===== config.mk =====
export PLATFORM = sky130hd
export DESIGN_NAME = egress_pkt_rx
export DESIGN_NICKNAME = d
export VERILOG_FILES = /design/src/rtl/switch_pkg.sv /design/src/rtl/pkt_buf_mem.sv /design/src/rtl/egress_pkt_rx.sv
export SDC_FILE = /design/constraint.sdc
export NUM_CORES = 1
export LEC_CHECK = 0
export ABC_CLOCK_PERIOD_IN_PS = 5600
export BUFFER_PORTS_ARGS = -buffer_cell sky130_fd_sc_hd__buf_2
export CAP_MARGIN = 25
export CORE_MARGIN = 5
export CORE_UTILIZATION = 55
export DETAILED_ROUTE_END_ITERATION = 16
export PLACE_DENSITY = 0.77
export REMOVE_ABC_BUFFERS = 1
export SLEW_MARGIN = 20
export SYNTH_ARGS = -nofsm -noshare
export SYNTH_HDL_FRONTEND = slang
export SYNTH_SLANG_ARGS = --single-unit

===== constraint.sdc =====
create_clock -name clk -period 5.6 [get_ports clk]
set_input_delay 1.12 -clock clk [delete_from_list [all_inputs] [get_ports clk]]
set_output_delay 1.12 -clock clk [all_outputs]
set_load 0.05 [all_outputs]

===== src/rtl/switch_pkg.sv =====
// Shared definitions for the switch egress path: port ids, header field
// position, buffer word layout and small helpers used by the receivers.
package switch_pkg;

  localparam int WORD_W     = 32;
  localparam int HDR_ID_MSB = 31;
  localparam int HDR_ID_LSB = 24;

  localparam logic [7:0] PORT_A = 8'd0;
  localparam logic [7:0] PORT_B = 8'd1;
  localparam logic [7:0] PORT_C = 8'd2;
  localparam logic [7:0] PORT_D = 8'd3;

  // One buffered word: framing flags travel with the data
  typedef struct packed {
    logic              sop;
    logic              eop;
    logic [WORD_W-1:0] data;
  } pkt_word_t;

  // Receive-side framing state
  typedef enum logic [1:0] {
    RX_IDLE    = 2'd0,
    RX_RECV    = 2'd1,
    RX_DISCARD = 2'd2
  } rx_state_t;

  // Port D is the catch-all: it also accepts every id above PORT_C
  function automatic logic hdr_match(input logic [7:0] id, input int port_id);
    return (int'(id) == port_id) ||
           ((port_id == int'(PORT_D)) && (id > PORT_C));
  endfunction

  // Saturating 16-bit counter step (increment of 0..3)
  function automatic logic [15:0] sat_add16(input logic [15:0] cnt,
                                            input logic [1:0]  inc);
    logic [16:0] sum;
    sum = {1'b0, cnt} + {15'd0, inc};
    return sum[16] ? 16'hFFFF : sum[15:0];
  endfunction

endpackage


===== src/rtl/pkt_buf_mem.sv =====
// Packet buffer storage: DEPTH x pkt_word_t registers, one synchronous
// write port and one combinational read port for fall-through output.
module pkt_buf_mem
  import switch_pkg::*;
#(
  parameter int DEPTH  = 16,
  parameter int ADDR_W = $clog2(DEPTH)
) (
  input  logic              clk,
  input  logic              wr_en,
  input  logic [ADDR_W-1:0] wr_addr,
  input  pkt_word_t         wr_word,
  input  logic [ADDR_W-1:0] rd_addr,
  output pkt_word_t         rd_word
);

  pkt_word_t mem [DEPTH];

  // Storage write; contents need no reset because only committed
  // entries are ever presented downstream
  always_ff @(posedge clk) begin
    if (wr_en) begin
      mem[wr_addr] <= wr_word;
    end
  end

  assign rd_word = mem[rd_addr];

endmodule


===== src/rtl/egress_pkt_rx.sv =====
// Egress receiver for one switch output port. Checks framing and the
// destination header, buffers packets store-and-forward with a speculative
// write pointer, and only exposes packets once their eop has been written.
module egress_pkt_rx
  import switch_pkg::*;
#(
  parameter int PORT_ID = 0,
  parameter int DEPTH   = 16,
  parameter int MAX_PKT = 8
) (
  input  logic              clk,
  input  logic              nrst,
  input  logic [WORD_W-1:0] in_data,
  input  logic              in_valid,
  input  logic              in_sop,
  input  logic              in_eop,
  output logic              in_ready,
  output logic [WORD_W-1:0] out_data,
  output logic              out_valid,
  output logic              out_sop,
  output logic              out_eop,
  input  logic              out_ready,
  output logic [15:0]       pkt_count,
  output logic [15:0]       drop_count,
  output logic [15:0]       misroute_count
);

  localparam int ADDR_W = $clog2(DEPTH);
  localparam int PTR_W  = ADDR_W + 1;
  localparam int FREE_W = ADDR_W + 2;

  rx_state_t state, state_nx;

  logic [PTR_W-1:0] wr_ptr, wr_ptr_nx;
  logic [PTR_W-1:0] start_ptr, start_nx;
  logic [PTR_W-1:0] commit_ptr, commit_nx;
  logic [PTR_W-1:0] rd_ptr;
  logic [PTR_W-1:0] hdr_base;
  logic [PTR_W-1:0] used;
  logic [PTR_W-1:0] pkt_len;
  logic [FREE_W-1:0] free;

  logic             run;
  logic             wr_en;
  logic [ADDR_W-1:0] wr_addr;
  pkt_word_t        wr_word;
  pkt_word_t        rd_word;
  logic             do_hdr;
  logic             pkt_inc;
  logic             mis_inc;
  logic [1:0]       drop_inc;
  logic             out_xfer;

  assign used    = wr_ptr - rd_ptr;
  assign free    = FREE_W'(DEPTH) - FREE_W'(used);
  assign pkt_len = wr_ptr - start_ptr;

  pkt_buf_mem #(
    .DEPTH  (DEPTH),
    .ADDR_W (ADDR_W)
  ) u_mem (
    .clk     (clk),
    .wr_en   (wr_en),
    .wr_addr (wr_addr),
    .wr_word (wr_word),
    .rd_addr (rd_ptr[ADDR_W-1:0]),
    .rd_word (rd_word)
  );

  // Output side: only words between rd_ptr and commit_ptr are visible,
  // and the data lines are held at zero whenever nothing is offered
  always_comb begin
    out_valid = (rd_ptr != commit_ptr);
    out_data  = out_valid ? rd_word.data : '0;
    out_sop   = out_valid & rd_word.sop;
    out_eop   = out_valid & rd_word.eop;
    out_xfer  = out_valid & out_ready;
  end

  // Framing FSM: decides what to write, where, and when to commit or roll
  // back. A header arriving mid-packet is folded into the header path with
  // its write base moved back to the aborted packet's start.
  always_comb begin
    state_nx = state;
    wr_ptr_nx = wr_ptr;
    start_nx = start_ptr;
    commit_nx = commit_ptr;
    wr_en = 1'b0;
    wr_addr = wr_ptr[ADDR_W-1:0];
    wr_word = '{sop: in_sop, eop: in_eop, data: in_data};
    pkt_inc = 1'b0;
    mis_inc = 1'b0;
    drop_inc = 2'd0;
    do_hdr = 1'b0;
    hdr_base = wr_ptr;
    in_ready = 1'b0;

    case (state)
      RX_IDLE: begin
        in_ready = run && (free >= FREE_W'(MAX_PKT));
        if (in_valid && in_ready) begin
          if (in_sop) begin
            do_hdr = 1'b1;
          end else begin
            drop_inc = 2'd1;
          end
        end
      end
      RX_RECV: begin
        in_ready = 1'b1;
        if (in_valid) begin
          if (in_sop) begin
            drop_inc = 2'd1;
            hdr_base = start_ptr;
            do_hdr = 1'b1;
          end else if (pkt_len >= PTR_W'(MAX_PKT)) begin
            wr_ptr_nx = start_ptr;
            drop_inc = 2'd1;
            state_nx = in_eop ? RX_IDLE : RX_DISCARD;
          end else begin
            wr_en = 1'b1;
            wr_ptr_nx = wr_ptr + 1'b1;
            if (in_eop) begin
              commit_nx = wr_ptr + 1'b1;
              pkt_inc = 1'b1;
              state_nx = RX_IDLE;
            end
          end
        end
      end
      RX_DISCARD: begin
        in_ready = 1'b1;
        if (in_valid && in_eop) begin
          state_nx = RX_IDLE;
        end
      end
      default: begin
        state_nx = RX_IDLE;
      end
    endcase

    if (do_hdr) begin
      wr_ptr_nx = hdr_base;
      if (hdr_match(in_data[HDR_ID_MSB:HDR_ID_LSB], PORT_ID)) begin
        wr_en = 1'b1;
        wr_addr = hdr_base[ADDR_W-1:0];
        wr_ptr_nx = hdr_base + 1'b1;
        start_nx = hdr_base;
        if (in_eop) begin
          commit_nx = hdr_base + 1'b1;
          pkt_inc = 1'b1;
          state_nx = RX_IDLE;
        end else begin
          state_nx = RX_RECV;
        end
      end else begin
        mis_inc = 1'b1;
        drop_inc = drop_inc + 2'd1;
        state_nx = in_eop ? RX_IDLE : RX_DISCARD;
      end
    end
  end

  // State, pointers and statistics; run keeps in_ready low until the
  // first clock after reset release
  always_ff @(posedge clk or negedge nrst) begin
    if (!nrst) begin
      state <= RX_IDLE;
      run <= 1'b0;
      wr_ptr <= '0;
      start_ptr <= '0;
      commit_ptr <= '0;
      rd_ptr <= '0;
      pkt_count <= '0;
      drop_count <= '0;
      misroute_count <= '0;
    end else begin
      state <= state_nx;
      run <= 1'b1;
      wr_ptr <= wr_ptr_nx;
      start_ptr <= start_nx;
      commit_ptr <= commit_nx;
      if (out_xfer) begin
        rd_ptr <= rd_ptr + 1'b1;
      end
      pkt_count <= sat_add16(pkt_count, {1'b0, pkt_inc});
      drop_count <= sat_add16(drop_count, drop_inc);
      misroute_count <= sat_add16(misroute_count, {1'b0, mis_inc});
    end
  end

endmodule


==> Word level (Yosys, flattened, before mapping) <==
Memory sizes are Yosys's and may differ from the RTL's.
Cells that the tools add are included.
{ "totals": {"reg_bits": 71, "ram_bits": 544, "output_inout_bits": 84, "wordCells": 109, "mem_count": 1} }
{ "classes": {"add_sub_neg": 10, "n_lt_le_gt_ge": 2, "eq_ne": 9, "mux": 64, "bitwise": 3, "reduce_logical": 11} }
{ "memory_table": {"columns": ["memory", "words", "word_bits", "rd", "rd_clocked_by_memory_dff", "write_ports", "line", "text"], "rows": [
  ["u_mem.mem", 16, 34, 1, 0, 1, "pkt_buf_mem.sv:17", "pkt_word_t mem [DEPTH];"]
]} }
{ "ops": {"columns": ["operator", "count"], "rows": [
  ["$mux 5", 17],
  ["$mux 16", 3],
  ["$add 16x1->17", 2],
  ["$mux 32", 1],
  ["$mux 1", 27],
  ["$mux 2", 10],
  ["$add 16x2->17", 1],
  ["$add 5x1->5 const B", 3],
  ["$sub 5x5->5", 2],
  ["$ne 3x3->1 const B", 3],
  ["$logic_not 8->1", 1],
  ["$mux 4", 2],
  ["$ge 6x4->1 const B", 1],
  ["$pmux 1 s2", 3],
  ["$pmux 2 s3", 1],
  ["$sub 5x5->6 const A", 1],
  ["$ge 5x4->1 const B", 1],
  ["$ne 5x5->1", 1],
  ["$reduce_and 5->1", 1],
  ["$ne 4x4->1 const B", 1],
  ["$reduce_bool 2->1", 2],
  ["$and 1x1->1", 3],
  ["$logic_and 1x1->1", 3],
  ["$reduce_and 3->1", 1],
  ["other kinds (8)", 8]
]} }

==> Depth between registers and ports, before layout <==
{ "logic_depth": {"depth_word": 12, "mapped_depth": 23, "mapped_depth_nobuf": 21} }

==> Modules after synthesis <==
Synthesis repeated with hierarchy kept, for this count alone.
{ "hier_totals": {"cells_unflattened": 1334, "area_unflattened_um2": 24916.4} }
{ "modules_own_cells": {"columns": ["mod", "instances", "cells_each", "area_each_um2"], "rows": [
  ["pkt_buf_mem", 1, 854, 20395.8],
  ["egress_pkt_rx", 1, 480, 4520.6]
]} }

==> Least setup slack after synthesis <==
No wires, ideal clock.
{ "synth_timing": {"path_type": "register -> register", "start": "reg rd_ptr[1]", "end": "mem u_mem.mem[13][0] (netlist bit) (enable)", "setup_ns": 0.477, "t_arrival_ns": 5.675, "required_ns": 5.123, "slack_ns": -0.552, "path_stages_with_launch": 12, "period_less_slack_ns": 6.152, "cell_sequence": "dfrtp_1 > buf_1 > buf_1 > inv_1 > fa_1 > xor2_1 > nor3b_1 > a21o_2 > mux2_4 > a21oi_4 > or4_4 > a211oi_1"} }
{ "synth_between": {"elab_chain_cells": 10, "elab_cells_between_ends": 11, "cone_classes": "add/sub: 2; order compare: 1; mux: 6; reduce/logical: 2"} }
{ "synth_lines": {"columns": ["element", "line", "text"], "rows": [
  ["start: declaration", "egress_pkt_rx.sv:37", "logic [PTR_W-1:0] rd_ptr;"],
  ["start signal: assignment", "egress_pkt_rx.sv:184", "rd_ptr <= rd_ptr + 1'b1;"],
  ["$sub 5x5->5 *", "egress_pkt_rx.sv:54", "assign used = wr_ptr - rd_ptr;"],
  ["$sub 5x5->6 *", "egress_pkt_rx.sv:55", "assign free = FREE_W'(DEPTH) - FREE_W'(used);"],
  ["$ge 6x4->1 *", "egress_pkt_rx.sv:100", "in_ready = run && (free >= FREE_W'(MAX_PKT));"],
  ["$logic_and 1x1->1 *", "egress_pkt_rx.sv:100", null],
  ["$logic_and 1x1->1 *", "egress_pkt_rx.sv:101", "if (in_valid && in_ready) begin"],
  ["$mux 1 *", "egress_pkt_rx.sv:101", null],
  ["$pmux 1 s2 *", "egress_pkt_rx.sv:98", "case (state)"],
  ["$mux 1", "egress_pkt_rx.sv:142", "if (do_hdr) begin"],
  ["$mux 1", "pkt_buf_mem.sv:22", "if (wr_en) begin"],
  ["$mux 1 (implied by the code)", "pkt_buf_mem.sv:23", "mem[wr_addr] <= wr_word;"],
  ["end: declaration", "pkt_buf_mem.sv:17", null]
]} }
Every way passes the cells marked *; elsewhere a longest branch is shown, timed or not.

==> Final worst setup path <==
{ "layout_timing": {"start": "reg wr_ptr[0]", "end": "reg drop_count[5]"} }
{ "layout_between": {"elab_chain_cells": 12, "elab_cells_between_ends": 19, "cone_classes": "add/sub: 5; order compare: 2; mux: 10; reduce/logical: 2"} }
{ "layout_lines": {"columns": ["element", "line", "text"], "rows": [
  ["start: declaration", "egress_pkt_rx.sv:34", "logic [PTR_W-1:0] wr_ptr, wr_ptr_nx;"],
  ["start signal: assignment", "egress_pkt_rx.sv:180", "wr_ptr <= wr_ptr_nx;"],
  ["$sub 5x5->5", "egress_pkt_rx.sv:54", null],
  ["$sub 5x5->6", "egress_pkt_rx.sv:55", null],
  ["$ge 6x4->1", "egress_pkt_rx.sv:100", null],
  ["$logic_and 1x1->1", "egress_pkt_rx.sv:100", null],
  ["$logic_and 1x1->1", "egress_pkt_rx.sv:101", null],
  ["$mux 1", "egress_pkt_rx.sv:101", null],
  ["$pmux 1 s2", "egress_pkt_rx.sv:98", null],
  ["$add 2x1->2", "egress_pkt_rx.sv:158", "drop_inc = drop_inc + 2'd1;"],
  ["$mux 2", "egress_pkt_rx.sv:144", "if (hdr_match(in_data[HDR_ID_MSB:HDR_ID_LSB], PORT_ID)) begin"],
  ["$mux 2 *", "egress_pkt_rx.sv:142", null],
  ["$add 16x2->17 *", "switch_pkg.sv:38", "sum = {1'b0, cnt} + {15'd0, inc};"],
  ["$mux 16 *", "switch_pkg.sv:39", "return sum[16] ? 16'hFFFF : sum[15:0];"],
  ["end signal: assignment", "egress_pkt_rx.sv:187", "drop_count <= sat_add16(drop_count, drop_inc);"],
  ["end: declaration", "egress_pkt_rx.sv:24", "output logic [15:0] drop_count,"]
]} }
Marked as above.
A chain may end at the register's enable or synchronous reset.

==> results.json <==
{
  "outcome": "finished clean",
  "cp-start-kind": "flip-flop",
  "htree_levels": 2,
  "finalPower_w": 0.01383,
  "ys_seq_elements": 615,
  "power.density_nw_per_um2": 483.2,
  "vias": 12805,
  "drt_iter0_markers": 1452,
  "areaGrowthSynthToFinish_pct": 13.72,
  "slew_violations": 0,
  "die_h_um": 223.9,
  "drt_pre_antenna_iters": 5,
  "die-area_um2": 50120,
  "dpl_cell_area_um2": 26700,
  "final_cell_mix": "544 x edfxtp_1, 170 x mux4_2, 121 x buf_2",
  "grt_pass1_wl_mm": 84.39,
  "hold_path.class": "flip-flop to flip-flop",
  "fp-row-count": 78,
  "irDropWorstVdd_v": 0.0004405,
  "grt_overflow": 0,
  "core_um2": 45280,
  "setup_viol": 0,
  "layout_commonest_cell": "edfxtp_1",
  "ctsHoldBuffers": 0,
  "cts_buffer_depth": 3,
  "cts_tree": "done",
  "criticalPathCategory": "flip-flop to flip-flop",
  "synthDistinctLibCells": 63,
  "endpoint_kind": "flip-flop",
  "synth-seq-area-share_pct": 71.99,
  "grt_use_total_pct": 22.44,
  "final_area_um2": 28610,
  "root_buffer": "clkbuf_16",
  "path_clk_slew_ns": 0.06,
  "crit_start": "wr_ptr[0]",
  "start_util_pct": 55.56,
  "r2r_start": "wr_ptr[0]",
  "min_period_ns": 5.036,
  "syn-instance-count": 1292,
  "die_x_um": 223.9,
  "postCtsSetupBuffers": 0,
  "cts_buffers": 59,
  "syn_area_um2": 25160,
  "pin_count": 122,
  "drive_gt1_share_pct": 30.41,
  "min_period_over_period_pct": 89.94,
  "wl_mm": 55.40,
  "postRouteAntennaNets": 0,
  "finalNetCount": 1509,
  "synthFlopType": "edfxtp_1",
  "crit_path_max_fanout": 13,
  "cts.sinks": 615,
  "antenna_found_initial": 4,
  "slew_headroom_pct": 32.21,
  "yosys_warnings": 0,
  "avgSynthCellArea_um2": 19.47,
  "worst_pin_slew_ns": 1.017,
  "finClkSkew_ns": 0.02209,
  "max_cap_violations": 0,
  "synth_edf_count": 544,
  "grt_max_degree": 140,
  "first_global_vias": 13428,
  "max_freq_mhz": 198.6,
  "p_leak_nw": 9.828,
  "avgRoutedWirePerCell_um": 26.41,
  "route.detailed.drc": 0,
  "hold_viol_final": 0,
  "rsz0062_at_grt": "false",
  "place.gp.congestion": 0.9004,
  "min-delay-start": "misroute_count[12]",
  "via_per_inst": 6.103,
  "cp.required_ns": 6.13,
  "worst-endpoint-arrival_ns": 5.57,
  "insertion_delay_ns": 0.62,
  "place_hpwl_mm": 29.19,
  "async_reset_ff_share_pct": 11.54,
  "portBuffers": 121
}
cell type report:
| cell class | count | area (um^2) |
|---|---|---|
| Sequential cell | 615 | 18120 |
| Inverter | 29 | 108.9 |
| Multi-Input combinational cell | 589 | 6748 |
| Antenna cell | 2 | 5.005 |
| Fill cell | 3043 | 16670 |
| Clock buffer | 75 | 1556 |
| Tap cell | 600 | 750.7 |
| Clock inverter | 36 | 346.6 |
| Timing Repair Buffer | 152 | 975.9 |
kinds of logic (layout without fill, tap and decap cells):
family	after synthesis	after routing	share of synthesized area [%]
AND/OR/NAND/NOR	239	239	4.819
adder cells (fa/ha/maj)	25	25	1.333
buffers and inverters	88	292	1.721
multiplexers	179	179	15.67
AO/OA/AOI/OAI	96	96	2.720
flip-flops	615	615	71.99
XOR/XNOR	49	49	1.736
other	1	3	0.01490
critical path, stage by stage, from the launching register on:
cell	delay, ns
dfrtp_1	0.53
inv_1	0.15
ha_1	0.28
fa_1	0.38
o21ai_0	0.34
xnor2_1	0.19
a211oi_1	0.40
o32ai_1	0.17
and2_1	0.20
ha_1	0.27
mux2_2	0.14
ha_1	0.16
inv_1	0.06
fa_1	0.41
nor2_1	0.18
nand3_1	0.21
nor2_1	0.24
and3_1	0.23
nand3_2	0.25
o21ai_0	0.15
layer usage:
| layer | vias to the layer above | wire [um] | track usage (%) |
|---|---|---|---|
| li1 | 5525 | - | - |
| met1 | 6666 | 21950 | 30.94 |
| met2 | 511 | 28180 | 37.63 |
| met3 | 99 | 3804 | 4.351 |
| met4 | 4 | 1433 | 5.791 |
| met5 | - | 27 | 0 |
final timing paths:
path	end	slack, ns	cells past startpoint
hold / removal	misroute_count[12]	0.52	1
setup reg to reg	drop_count[5]	0.56	19
max in group asynchronous	pkt_count[15]	4.01	2
setup / recovery	drop_count[5]	0.56	19
hold reg to reg	misroute_count[12]	0.52	1
min in group asynchronous	wr_ptr[4]	0.61	1
metrics by stage:
stage          setup TNS (ns)  hold slack [ns]  util [%]  setup WS, ns  cells
3_3_place_gp                0           0.5008     58.96        0.6350   1985
5_1_grt                     0           0.5615     63.17        0.1022   2096
2_1_floorplan        -2683.94           0.5020         -        -5.195   1233
3_5_place_dp                0           0.5006     58.96        0.4690   1985
4_1_cts                     0           0.5104     63.16        0.4184   2096
6_report                    0           0.5179     63.19        0.5636   2098
where the power goes:
group          switching, W  internal [W]
logic               0.00281       0.00192
clock network       0.00168       0.00225
registers          0.000111       0.00507
total               0.00459       0.00923
cells in the mapped netlist, drive strengths merged (5+ instances only):
library cell | number | area (um^2)
a211oi | 9 | 67.56
a21oi | 19 | 106.4
a31oi | 11 | 68.82
and3 | 15 | 96.34
buf | 29 | 186.4
clkbuf | 29 | 128.9
dfrtp | 71 | 1777
edfxtp | 544 | 16340
ha | 22 | 275.3
inv | 29 | 108.9
mux2 | 6 | 71.31
mux4 | 170 | 3829
nand2 | 60 | 225.2
nand2b | 7 | 43.79
nand3 | 30 | 155.1
nand4 | 9 | 56.30
nor2 | 41 | 153.9
nor2b | 42 | 270.3
nor3 | 17 | 85.08
o21ai | 22 | 110.1
or3 | 5 | 31.28
xnor2 | 26 | 235.2
xor2 | 23 | 201.4
timing repair:
action                                  CTS  global route
gates resized for setup                   0             1
endpoints found under the hold margin     0             0
endpoints found under the setup margin    0            13
sequential cells by signal, indices dropped and copies added, names as in the netlist:
register / flops
commit_ptr: 5
drop_count: 16
misroute_count: 16
pkt_count: 16
rd_ptr: 5
run: 1
start_ptr: 5
state: 2
u_mem.mem: 544
wr_ptr: 5
Power figures use the tool's default switching activity.
